**src/rtl/btn_debouncer.sv**
```systemverilog
// Push-button input conditioning: two-flop synchronizer, per-channel stability
// counter, debounced level and one-cycle press/release strobes.

module btn_deb_lane #(
    parameter int DEBOUNCE_CYCLES = 500000,
    parameter int CNT_W           = 20
) (
    input  logic clk,
    input  logic rst,
    input  logic btn_i,
    output logic level_o,
    output logic press_o,
    output logic release_o
);

    localparam logic [CNT_W-1:0] CNT_MAX = CNT_W'(DEBOUNCE_CYCLES - 1);

    logic             s1_q, s1_d;
    logic             s2_q, s2_d;
    logic [CNT_W-1:0] cnt_q, cnt_d;
    logic             level_q, level_d;
    logic             press_q, press_d;
    logic             rel_q, rel_d;

    always_comb begin
        s1_d    = btn_i;
        s2_d    = s1_q;
        cnt_d   = cnt_q;
        level_d = level_q;
        press_d = 1'b0;
        rel_d   = 1'b0;
        if (s2_q == level_q) begin
            // Any return to the accepted level discards the partial count.
            cnt_d = '0;
        end else if (cnt_q == CNT_MAX) begin
            cnt_d   = '0;
            level_d = s2_q;
            press_d = s2_q;
            rel_d   = ~s2_q;
        end else begin
            cnt_d = cnt_q + 1'b1;
        end
    end

    always_ff @(posedge clk) begin
        if (rst) begin
            s1_q    <= 1'b0;
            s2_q    <= 1'b0;
            cnt_q   <= '0;
            level_q <= 1'b0;
            press_q <= 1'b0;
            rel_q   <= 1'b0;
        end else begin
            s1_q    <= s1_d;
            s2_q    <= s2_d;
            cnt_q   <= cnt_d;
            level_q <= level_d;
            press_q <= press_d;
            rel_q   <= rel_d;
        end
    end

    assign level_o   = level_q;
    assign press_o   = press_q;
    assign release_o = rel_q;

endmodule

module btn_debouncer #(
    parameter int NUM_BTN         = 4,
    parameter int DEBOUNCE_CYCLES = 500000,
    parameter int CNT_W           = 20
) (
    input  logic               clk,
    input  logic               rst,
    input  logic [NUM_BTN-1:0] btn,
    output logic [NUM_BTN-1:0] btn_level,
    output logic [NUM_BTN-1:0] btn_press,
    output logic [NUM_BTN-1:0] btn_release,
    output logic               any_press
);

    // Channels are fully independent; no state is shared between lanes.
    for (genvar i = 0; i < NUM_BTN; i++) begin : g_lane
        btn_deb_lane #(
            .DEBOUNCE_CYCLES(DEBOUNCE_CYCLES),
            .CNT_W          (CNT_W)
        ) u_lane (
            .clk      (clk),
            .rst      (rst),
            .btn_i    (btn[i]),
            .level_o  (btn_level[i]),
            .press_o  (btn_press[i]),
            .release_o(btn_release[i])
        );
    end

    assign any_press = |btn_press;

endmodule

```
**config.mk**
```make
export PLATFORM = sky130hd
export DESIGN_NAME = btn_debouncer
export DESIGN_NICKNAME = d
export VERILOG_FILES = /design/src/rtl/btn_debouncer.sv
export SDC_FILE = /design/constraint.sdc
export NUM_CORES = 1
export LEC_CHECK = 0
export CAP_MARGIN = 20
export CORE_MARGIN = 4
export CORE_UTILIZATION = 54
export CTS_CLUSTER_SIZE = 12
export DETAILED_ROUTE_END_ITERATION = 12
export MAX_ROUTING_LAYER = met4
export PLACE_DENSITY = 0.78
export RECOVER_POWER = 25
export SETUP_SLACK_MARGIN = 0.5
export SLEW_MARGIN = 0
export SYNTH_ARGS = -nofsm -noshare
export SYNTH_HDL_FRONTEND = slang
export SYNTH_HIERARCHICAL = 1
export SYNTH_SLANG_ARGS = --single-unit
```
**constraint.sdc**
```tcl
create_clock -name clk -period 2.6 [get_ports clk]
set_clock_uncertainty 0.1 [all_clocks]
set_input_delay 0.52 -clock clk [delete_from_list [all_inputs] [get_ports clk]]
set_output_delay 0.52 -clock clk [all_outputs]
set_load 0.005 [all_outputs]
```
---- Yosys cells after proc, flatten, opt, wreduce, memory -nomap -nowiden ----
Index checks and enable logic that the tools add are counted.
storage, ports and cells
  flip-flop bits (word level) ............. 100
  bits of input ports ..................... 6
  output and inout port bits .............. 13
  word-level logic and storage cells ...... 61
cells by class
  add/subtract/negate cells ............... 4
  equal/unequal tests ..................... 8
  bitwise gates (word level) .............. 12
  reductions and logical operators ........ 13
operators by type and width
  operator                                                            count
  20-bit by 1-bit adder with 20-bit output (second input constant)    4
  20-bit by 19-bit == test with 1-bit output (second input constant)  4
  3-bit OR reduction                                                  8
  1-bit NOT                                                           12
  2-bit AND reduction                                                 4
  1-bit == test                                                       4
  4-bit OR reduction                                                  1

---- Longest topological paths before layout ----
Gate-level depths: netlist of run 1.
  word-level depth ........................ 3
  gate-level depth with buffers ........... 6
  gate-level depth less buffers ........... 5

---- Modules after synthesis ----
Netlist of run 1, hierarchy kept.
by module, submodules not included
  module         times used  cells each  area each (um2)  sequential area each (um2)
  btn_deb_lane   4           122         1122.3           500.5
  btn_debouncer  1           1           7.5              0.0

---- Least setup slack after synthesis of run 1 ----
Ideal clock, no wire load.
  kind .................................... reg2reg
  start ................................... register g_lane[0].u_lane.cnt_q[0]
  end ..................................... register g_lane[0].u_lane.cnt_q[18]
  setup time .............................. 66 ps
  data arrival time ....................... 1880 ps
  required time ........................... 2434 ps
  path slack .............................. 554 ps
  stages on the path, launching flop included .. 6
  path buffers ............................ 0
  period minus slack after synthesis ...... 2046 ps
  path through ............................ dfxtp_1 > ha_1 > nand4_4 > or4_4 > or4_4 > a21oi_2
on the way
  cells in the longest elaborated chain, start to end .. 2
  elaborated cells on any way between the ends .. 3
  those cells by class .................... add/sub: 1; eq/ne: 1; reduce/logical: 1
RTL lines
  what                                                                                              RTL line  source
  start: declaration                                                                                20        logic [CNT_W-1:0] cnt_q, cnt_d;
  start signal: assignment                                                                          56        cnt_q <= cnt_d;
  parallel branches: the longest is 2 deep, another holds 20-bit by 1-bit adder with 20-bit output  --
Several ways; the timed one is not identified.
A chain may end at the register's enable or synchronous reset.

---- Worst setup path after layout of run 1 ----
Same ends and word-level chain as after synthesis.

==> results of run 1 <==
==> cells in the final DEF (no fill, tap or decap), types with 5 or more instances in the layout <==
master           instances
or4_1                    5
dfxtp_1                 90
clkbuf_8                10
nor4_2                   7
dlygate4sd3_1            9
nand3_1                 28
nand4_1                 20
xnor2_1                 48
clkdlybuf4s50_1          8
nor2b_1                  8
or4_4                    8
mux2i_1                 12
nor3_1                  28
dfxtp_2                  6
nand2b_1                12
nor2_1                  84
xor2_1                  16
inv_1                   16
nor4_1                  17
nand2_1                 28
==> cell type report <==
| type | count | area (sq um) |
|---|---|---|
| clock buffer | 10 | 137.6 |
| clock inverter | 6 | 62.56 |
| sequential | 100 | 2024 |
| inverter | 16 | 60.06 |
| timing repair buffer | 22 | 197.7 |
| fill | 679 | 3148 |
| tap | 105 | 131.4 |
| multi-input combinational | 361 | 2414 |
==> registers in the layout, indices dropped and copies added (netlist names) <==
| signal | cells |
|---|---|
| g_lane.u_lane/cnt_q | 80 |
| g_lane.u_lane/level_o | 4 |
| g_lane.u_lane/press_o | 4 |
| g_lane.u_lane/release_o | 4 |
| g_lane.u_lane/s1_q | 4 |
| g_lane.u_lane/s2_q | 4 |
==> synth_stat cells (all sizes together) (8+ instances only) <==
cell type,number,area share [%]
nor2b,8,1.1
inv,16,1.3
xnor2,48,9.3
nor3,28,3.1
dfxtp,100,45
xor2,16,3.1
nand2b,12,1.7
nor4,24,4.5
buf,12,1.6
mux2i,12,2.7
or4,13,2.8
nand2,28,2.3
nand3,28,3.1
a21oi,8,1.2
and4,8,1.7
nor2,84,7.0
nand4,24,4.7
==> kinds of logic after synthesis <==
kind of cell	Yosys count
xor+xnor	64
compound gates	16
flops	100
buf+inv	28
mux	12
simple gates	265
fa+ha+maj	4
==> worst max path at each step <==
stage | startpoint | end | slack (ps) | cells past startpoint
2_1_floorplan | g_lane[0].u_lane/cnt_q[0]$_SDFF_PP0_ | g_lane[0].u_lane/cnt_q[18]$_SDFF_PP0_ | 550 | 5
3_3_place_gp | rst | g_lane[3].u_lane/cnt_q[16]$_SDFF_PP0_ | 260 | 4
3_5_place_dp | rst | g_lane[1].u_lane/cnt_q[16]$_SDFF_PP0_ | 210 | 4
4_1_cts | g_lane[1].u_lane/press_o$_SDFF_PP0_ | any_press | 450 | 2
5_1_grt | g_lane[3].u_lane/cnt_q[3]$_SDFF_PP0_ | g_lane[3].u_lane/cnt_q[17]$_SDFF_PP0_ | 320 | 4
6_report | g_lane[0].u_lane/cnt_q[0]$_SDFF_PP0_ | g_lane[0].u_lane/cnt_q[18]$_SDFF_PP0_ | 560 | 5
==> through the flow <==
step	total power [uW]	worst slack, ps	cell area, sq um
global route	2669	316.3	5027
detailed placement	1617	206.1	4753
finish	2571	559.0	5027
global placement	1615	264.7	4753
floorplan	1601	553.5	4497
CTS	2607	450.0	5016
==> power by group through the flow <==
| stage | clock, uW | combinational [uW] | sequential, uW |
|---|---|---|---|
| after floorplan | 0 | 23.0 | 1580 |
| after global placement | 0 | 36.4 | 1580 |
| after detailed placement | 0 | 37.6 | 1580 |
| after CTS | 1020 | 38.5 | 1540 |
| after global routing | 1080 | 41.8 | 1540 |
| final | 993 | 36.7 | 1540 |
==> worst max-delay path: stages (launching register included) <==
cell and delay, ps:
dfxtp_4 390, ha_4 170, nand4_4 150, or4_4 590, or4_4 430, a21oi_2 140
==> per-layer routing <==
| metal | vias to the layer above | part of all wire, % |
|---|---|---|
| met1 | 1649 | 47 |
| met3 | 14 | 3.5 |
| li1 | 1758 | - |
| met4 | 0 | 1.8 |
| met2 | 55 | 48 |
| met5 | - | 0 |
==> what timing repair did <==
action / 4_1_cts / 5_1_grt
setup endpoints to repair: 67 / 5
gates resized for setup: 20 / 9
pin swaps: 0 / 3
gates cloned: 0 / 0
setup buffers: 0 / 2
==> summary.txt, run 1 <==
Status
  • Status: finished, final reports clean

Timing
  • Hold WS: roughly 340 ps
  • Fmax achieved: approximately 0.5 GHz
  • Max Slew Vio Count: 0
  • Final setup vio count: 0
  • Setup Total Neg Slack: 0 ps
  • RSZ-0062 raised after global routing: false
  • Final hold vios: 0
  • Slew @ Worst Pin: ~760 ps
  • Max-slew headroom: between 40% and 50%
  • Min Clock Period, post-route: ~2000 ps
  • Final period utilization: roughly four fifths

Worst hold path
  • Hold Crit Start: g_lane[1].u_lane/s1_q$_SDFF_PP0_
  • Hold crit path type: reg2reg
  • Min-Delay Endpoint: g_lane[1].u_lane/s2_q$_SDFF_PP0_
  • Hold path depth: 1

Clock network
  • Max H-tree Level: 3
  • Skew-Pair Late Insertion Delay: 370 ps
  • Worst-path clk slew: roughly 100 ps
  • Sink Count: 100
  • CTS root buf: clkbuf_8
  • Num CTS Buffers: 9
  • CTS Buffer Depth: 2
  • TritonCTS clock tree: built
  • CTS Hold Bufs: 0

Global routing
  • Met3 Usage GRT: about 5.5%
  • Global-route wire length before repair: ~15000 um
  • Gr ovfl total: 0
  • Initial antenna violation count: 0
  • Met2 Use GR: between 20 and 30%
  • Tot GR Track Use: a little under a fifth
  • Largest net degree at the start of global routing: 18
  • Number of global-route vias before repair: 3324
  • Met1 usage: a little under a quarter
  • Gr busiest metal: met2

Floorplanning
  • # rows: 33
  • Chip Width: between 90 and 100 um
  • Core area: 0.008175 sq mm
  • Initial Util: a little under three fifths
  • Die H: ~99 um
  • DIE AREA: approximately 0.0099 sq mm
  • # IOs: 19

Pwr
  • Power share of the clock group: between 30 and 40%
  • Power Dens Cells: a little over 500 mW/mm^2
  • Leak: about 0.0015 uW
  • Register share of total power: between 60% and 70%
  • P_sw: roughly 550 uW
  • VDD IR-drop max: about 0.27 mV
  • Switching share of power: 21.29%
  • Gate power share: between 1 and 1.5%
  • P_int: ~2000 uW

Yosys
  • Post-Syn Instances: roughly 490
  • Post-synth top flop: dfxtp_1
  • Synthesized area: between 0.004 and 0.005 sq mm
  • Mapped Nets: between 400 and 500
  • Mux cell area share after synthesis: 2.671%
  • Post-synthesis compound-gate area fraction: 2.782%
  • Yosys reg bits: 100
  • Seq/Total Area, Yosys: approximately 45%
  • Post-synth EDFFs: 0
  • Largest family of logic cells by synthesized area: simple AND/OR/NAND/NOR gates
  • Post-synthesis xor/xnor area fraction: 12.47%
  • Mean Syn Cell Area: approximately 9.2 sq um
  • Distinct cells, synth: 28
  • Synthesis warning total: 6
  • Synth Area in Simple Gates: 33.56%
  • FFs w/ async S/R, synth: 0%
  • Adder-Cell Fraction of Synth Area: under 10%

Drt
  • Count of TritonRoute iterations in the first routing pass: 4
  • Initial DRC Count: 121
  • Vias: approximately 3500
  • DR WL/cell: about 14 um
  • Final ANT Viol Nets: 0
  • Routed wire length: around 8500 um
  • Routed vias/inst: between 5 and 6
  • Drc violations: 0

Finish
  • Area Overhead vs Synth: 11.80%
  • Layout cells sized above 1: 13.20%
  • # diodes: 0
  • Final Util: 61.49%
  • Post-Layout Cell Count: 620
  • Nets: between 500 and 600

Run
  • Max Cap Viol: 0

Placement
  • Placed Cells: 602
  • Detail Placement HPWL: roughly 5900 um
  • Port buffer count: 18
  • Placer Congestion: ~0.85

Critical path
  • Req. time, crit path: 2800 ps
  • R2R Path Start: g_lane[0].u_lane/cnt_q[0]$_SDFF_PP0_
  • Flop2flop setup slack: 560 ps
  • Crit path kind: reg2reg
  • Crit end category: flop
  • Reg2Reg Depth: 5
  • CP startpoint kind: flop
  • R2r endpoint: g_lane[0].u_lane/cnt_q[18]$_SDFF_PP0_
  • CP max FO: 6
  • Worst path arrival time: 2240 ps
No activity file was read; power rests on OpenSTA's default activity.
==> run 2: changes to the inputs <==
PLACE_DENSITY = 0.81   (was 0.78)
clock period = 1.8 ns   (was 2.6 ns; I/O delays follow)
==> run 2 against run 1 <==
Effect of this change:
- wire length increased by 100%
- largest cell class unchanged
- clock power increased by 62%
- the run now ends with setup timing left
- core utilization increased by 24 points
- largest power group unchanged
- hold slack improved by 21 ps
- maximum frequency increased by 3.7%
- flip-flop and latch count unchanged
- combinational power increased to 3.7 times the previous value
- first-iteration DRC count increased to 2.9 times the previous value
- final area increased by 39%
- worst setup slack got worse by 730 ps
- critical path depth unchanged
- die area unchanged
==> summary.txt, run 2 (synthesis gave the netlist of run 1 again) <==
Status
  • Status: finished, violations left
  • Failing checks: setup timing

Timing
  • RSZ-0062 raised after global routing: true
  • Hold WS: 364.1 ps
  • Final setup vio count: 38
  • Final hold vios: 0
  • Final period utilization: 109.4%
  • Max Slew Vio Count: 0
  • Post-route setup slack: -168.4 ps
  • Max-slew headroom: 68.03%
  • Slew @ Worst Pin: roughly 480 ps
  • Min Clock Period, post-route: approximately 2000 ps
  • Fmax achieved: just over 0.5 GHz

Run
  • Max Cap Viol: 0

Finish
  • Area Overhead vs Synth: 55.82%
  • Largest register FFs: 80
  • # diodes: 0
  • Final Util: a little under nine tenths
  • Commonest non-fill, non-tap cells in the layout: 110 x buf_4, 52 x dfxtp_1, 44 x xnor2_1
  • Layout cells sized above 1: between 50% and 60%
  • Nets: around 650
  • Commonest non-fill, non-tap cell in the layout: buf_4
  • Top reg by flops: g_lane.u_lane/cnt_q

Drt
  • Drc violations: 0
  • Count of TritonRoute iterations in the first routing pass: 7
  • Routed wire length: approximately 17000 um
  • Vias: ~4700
  • Initial DRC Count: ~350
  • DR WL/cell: about 23 um
  • Routed vias/inst: 6.300
  • Final ANT Viol Nets: 0

Worst hold path
  • Hold path depth: 1
  • Hold Crit Start: g_lane[3].u_lane/s1_q$_SDFF_PP0_
  • Hold crit path type: reg2reg

Critical path
  • Crit path buffers/inverters: 1
  • Crit path kind: reg2reg
  • Reg2Reg Depth: 5
  • Slowest-stage cell, CP: dfxtp_1
  • Crit path capture: g_lane[0].u_lane/level_o$_SDFFE_PP0P_
  • Req. time, crit path: 1970 ps
  • Worst path cell trace: and4_1, nand2_1, nor4_4, buf_4, mux2i_1
  • Crit end category: flop
  • CP max FO: 5
  • R2R Path Start: g_lane[0].u_lane/cnt_q[17]$_SDFF_PP0_
  • Flop2flop setup slack: -170 ps
  • Worst path arrival time: between 2000 and 2500 ps
  • Crit path from: g_lane[0].u_lane/cnt_q[17]$_SDFF_PP0_
  • Stages on the worst setup path: 5
  • R2r endpoint: g_lane[0].u_lane/level_o$_SDFFE_PP0P_
  • CP startpoint kind: flop
  • CP max stage delay: around 440 ps
  • Critical path's top delay family: simple AND/OR/NAND/NOR gates

Pwr
  • Total power: a little under 4000 uW
  • Leak: around 0.0024 uW
  • Power Dens Cells: approximately 570 mW/mm^2
  • VDD IR-drop max: between 0.6 and 0.7 mV

Placement
  • Detail Placement HPWL: slightly below 7000 um
  • Placer Congestion: 0.8832
  • Port buffer count: 18

Global routing
  • Gr ovfl total: 0
  • Largest net degree at the start of global routing: 18
  • Global-route wire length before repair: approximately 21000 um
  • Number of global-route vias before repair: roughly 4400
  • Tot GR Track Use: between 20% and 30%
  • Initial antenna violation count: 0

Clock network
  • CTS Hold Bufs: 0
  • Num CTS Buffers: 9
  • Skew-Pair Late Insertion Delay: just under 400 ps
  • Worst-path clk slew: 120 ps
  • Sink Count: 100
  • Max H-tree Level: 3
  • CTS root buf: clkbuf_8
  • CTS Buffer Depth: 2
  • TritonCTS clock tree: built

Floorplanning
  • # rows: 33
  • Initial Util: between 50% and 60%
  • Core area: approximately 0.008 sq mm
  • DIE AREA: between 0.009 and 0.01 sq mm
  • # IOs: 19
  • Die H: 99.26 um
  • Chip Width: 99.26 um
run 2: cell type report:
type                    instances  area, sq um
multi-input cells             363         3141
flip-flops and latches        100         2074
repair buffers                153         1380
fillers                       332         1169
clock buffers                  12        165.2
well taps                     105        131.4
inverters                      16        60.06
clock inverters                 4        55.05
run 2: through the flow:
step / TNS, ps / area, sq um / setup slack [ps] / std cells
after floorplan: -7.889 / 4632 / -1.972 / 489
after global placement: -4554 / 5524 / -121.2 / 685
after detailed placement: -7376 / 5524 / -182.0 / 685
after CTS: -19.09 / 6395 / -7.946 / 740
after global routing: -3083 / 7007 / -180.9 / 753
final: -1300 / 7007 / -168.4 / 753
run 2: worst reg2reg max path: stages (launching register included):
cell     delay [ps]
dfxtp_1         440
and4_1          350
nand2_1         150
nor4_4          300
buf_4           170
mux2i_1         340
run 2: where the power goes:
| group | internal (uW) | leakage, uW | switching (uW) |
|---|---|---|---|
| clock | 766 | 0.000109 | 844 |
| combinational | 68.0 | 0.00144 | 66.2 |
| sequential | 2210 | 0.000833 | 8.83 |
| total | 3050 | 0.00239 | 919 |
run 2: per-layer routing:
metal	part of all wire, %	global-route usage (%)
met5	0	-
met4	6.8	10.61
met3	7.7	5.961
met2	49	46.54
met1	37	31.39
run 2: how the worst min path moves through the flow:
stage	to
final	g_lane[3].u_lane/s2_q$_SDFF_PP0_
after global routing	g_lane[3].u_lane/s2_q$_SDFF_PP0_
after global placement	g_lane[3].u_lane/s2_q$_SDFF_PP0_
after floorplan	g_lane[0].u_lane/s2_q$_SDFF_PP0_
after CTS	g_lane[1].u_lane/s2_q$_SDFF_PP0_
after detailed placement	g_lane[1].u_lane/s2_q$_SDFF_PP0_
run 2: timing repair:
action | in CTS | in global routing
setup buffers | 34 | 10
resized for setup | 143 | 118
endpoints found under the setup margin | 101 | 101
gates cloned | 5 | 3
pin swaps | 46 | 43
==> run 3: changes to the inputs <==
ABC_CLOCK_PERIOD_IN_PS = 1800   (was default)
==> results of run 3 <==
Same layout as run 2: the final DEF is identical, and so are final timing and power.
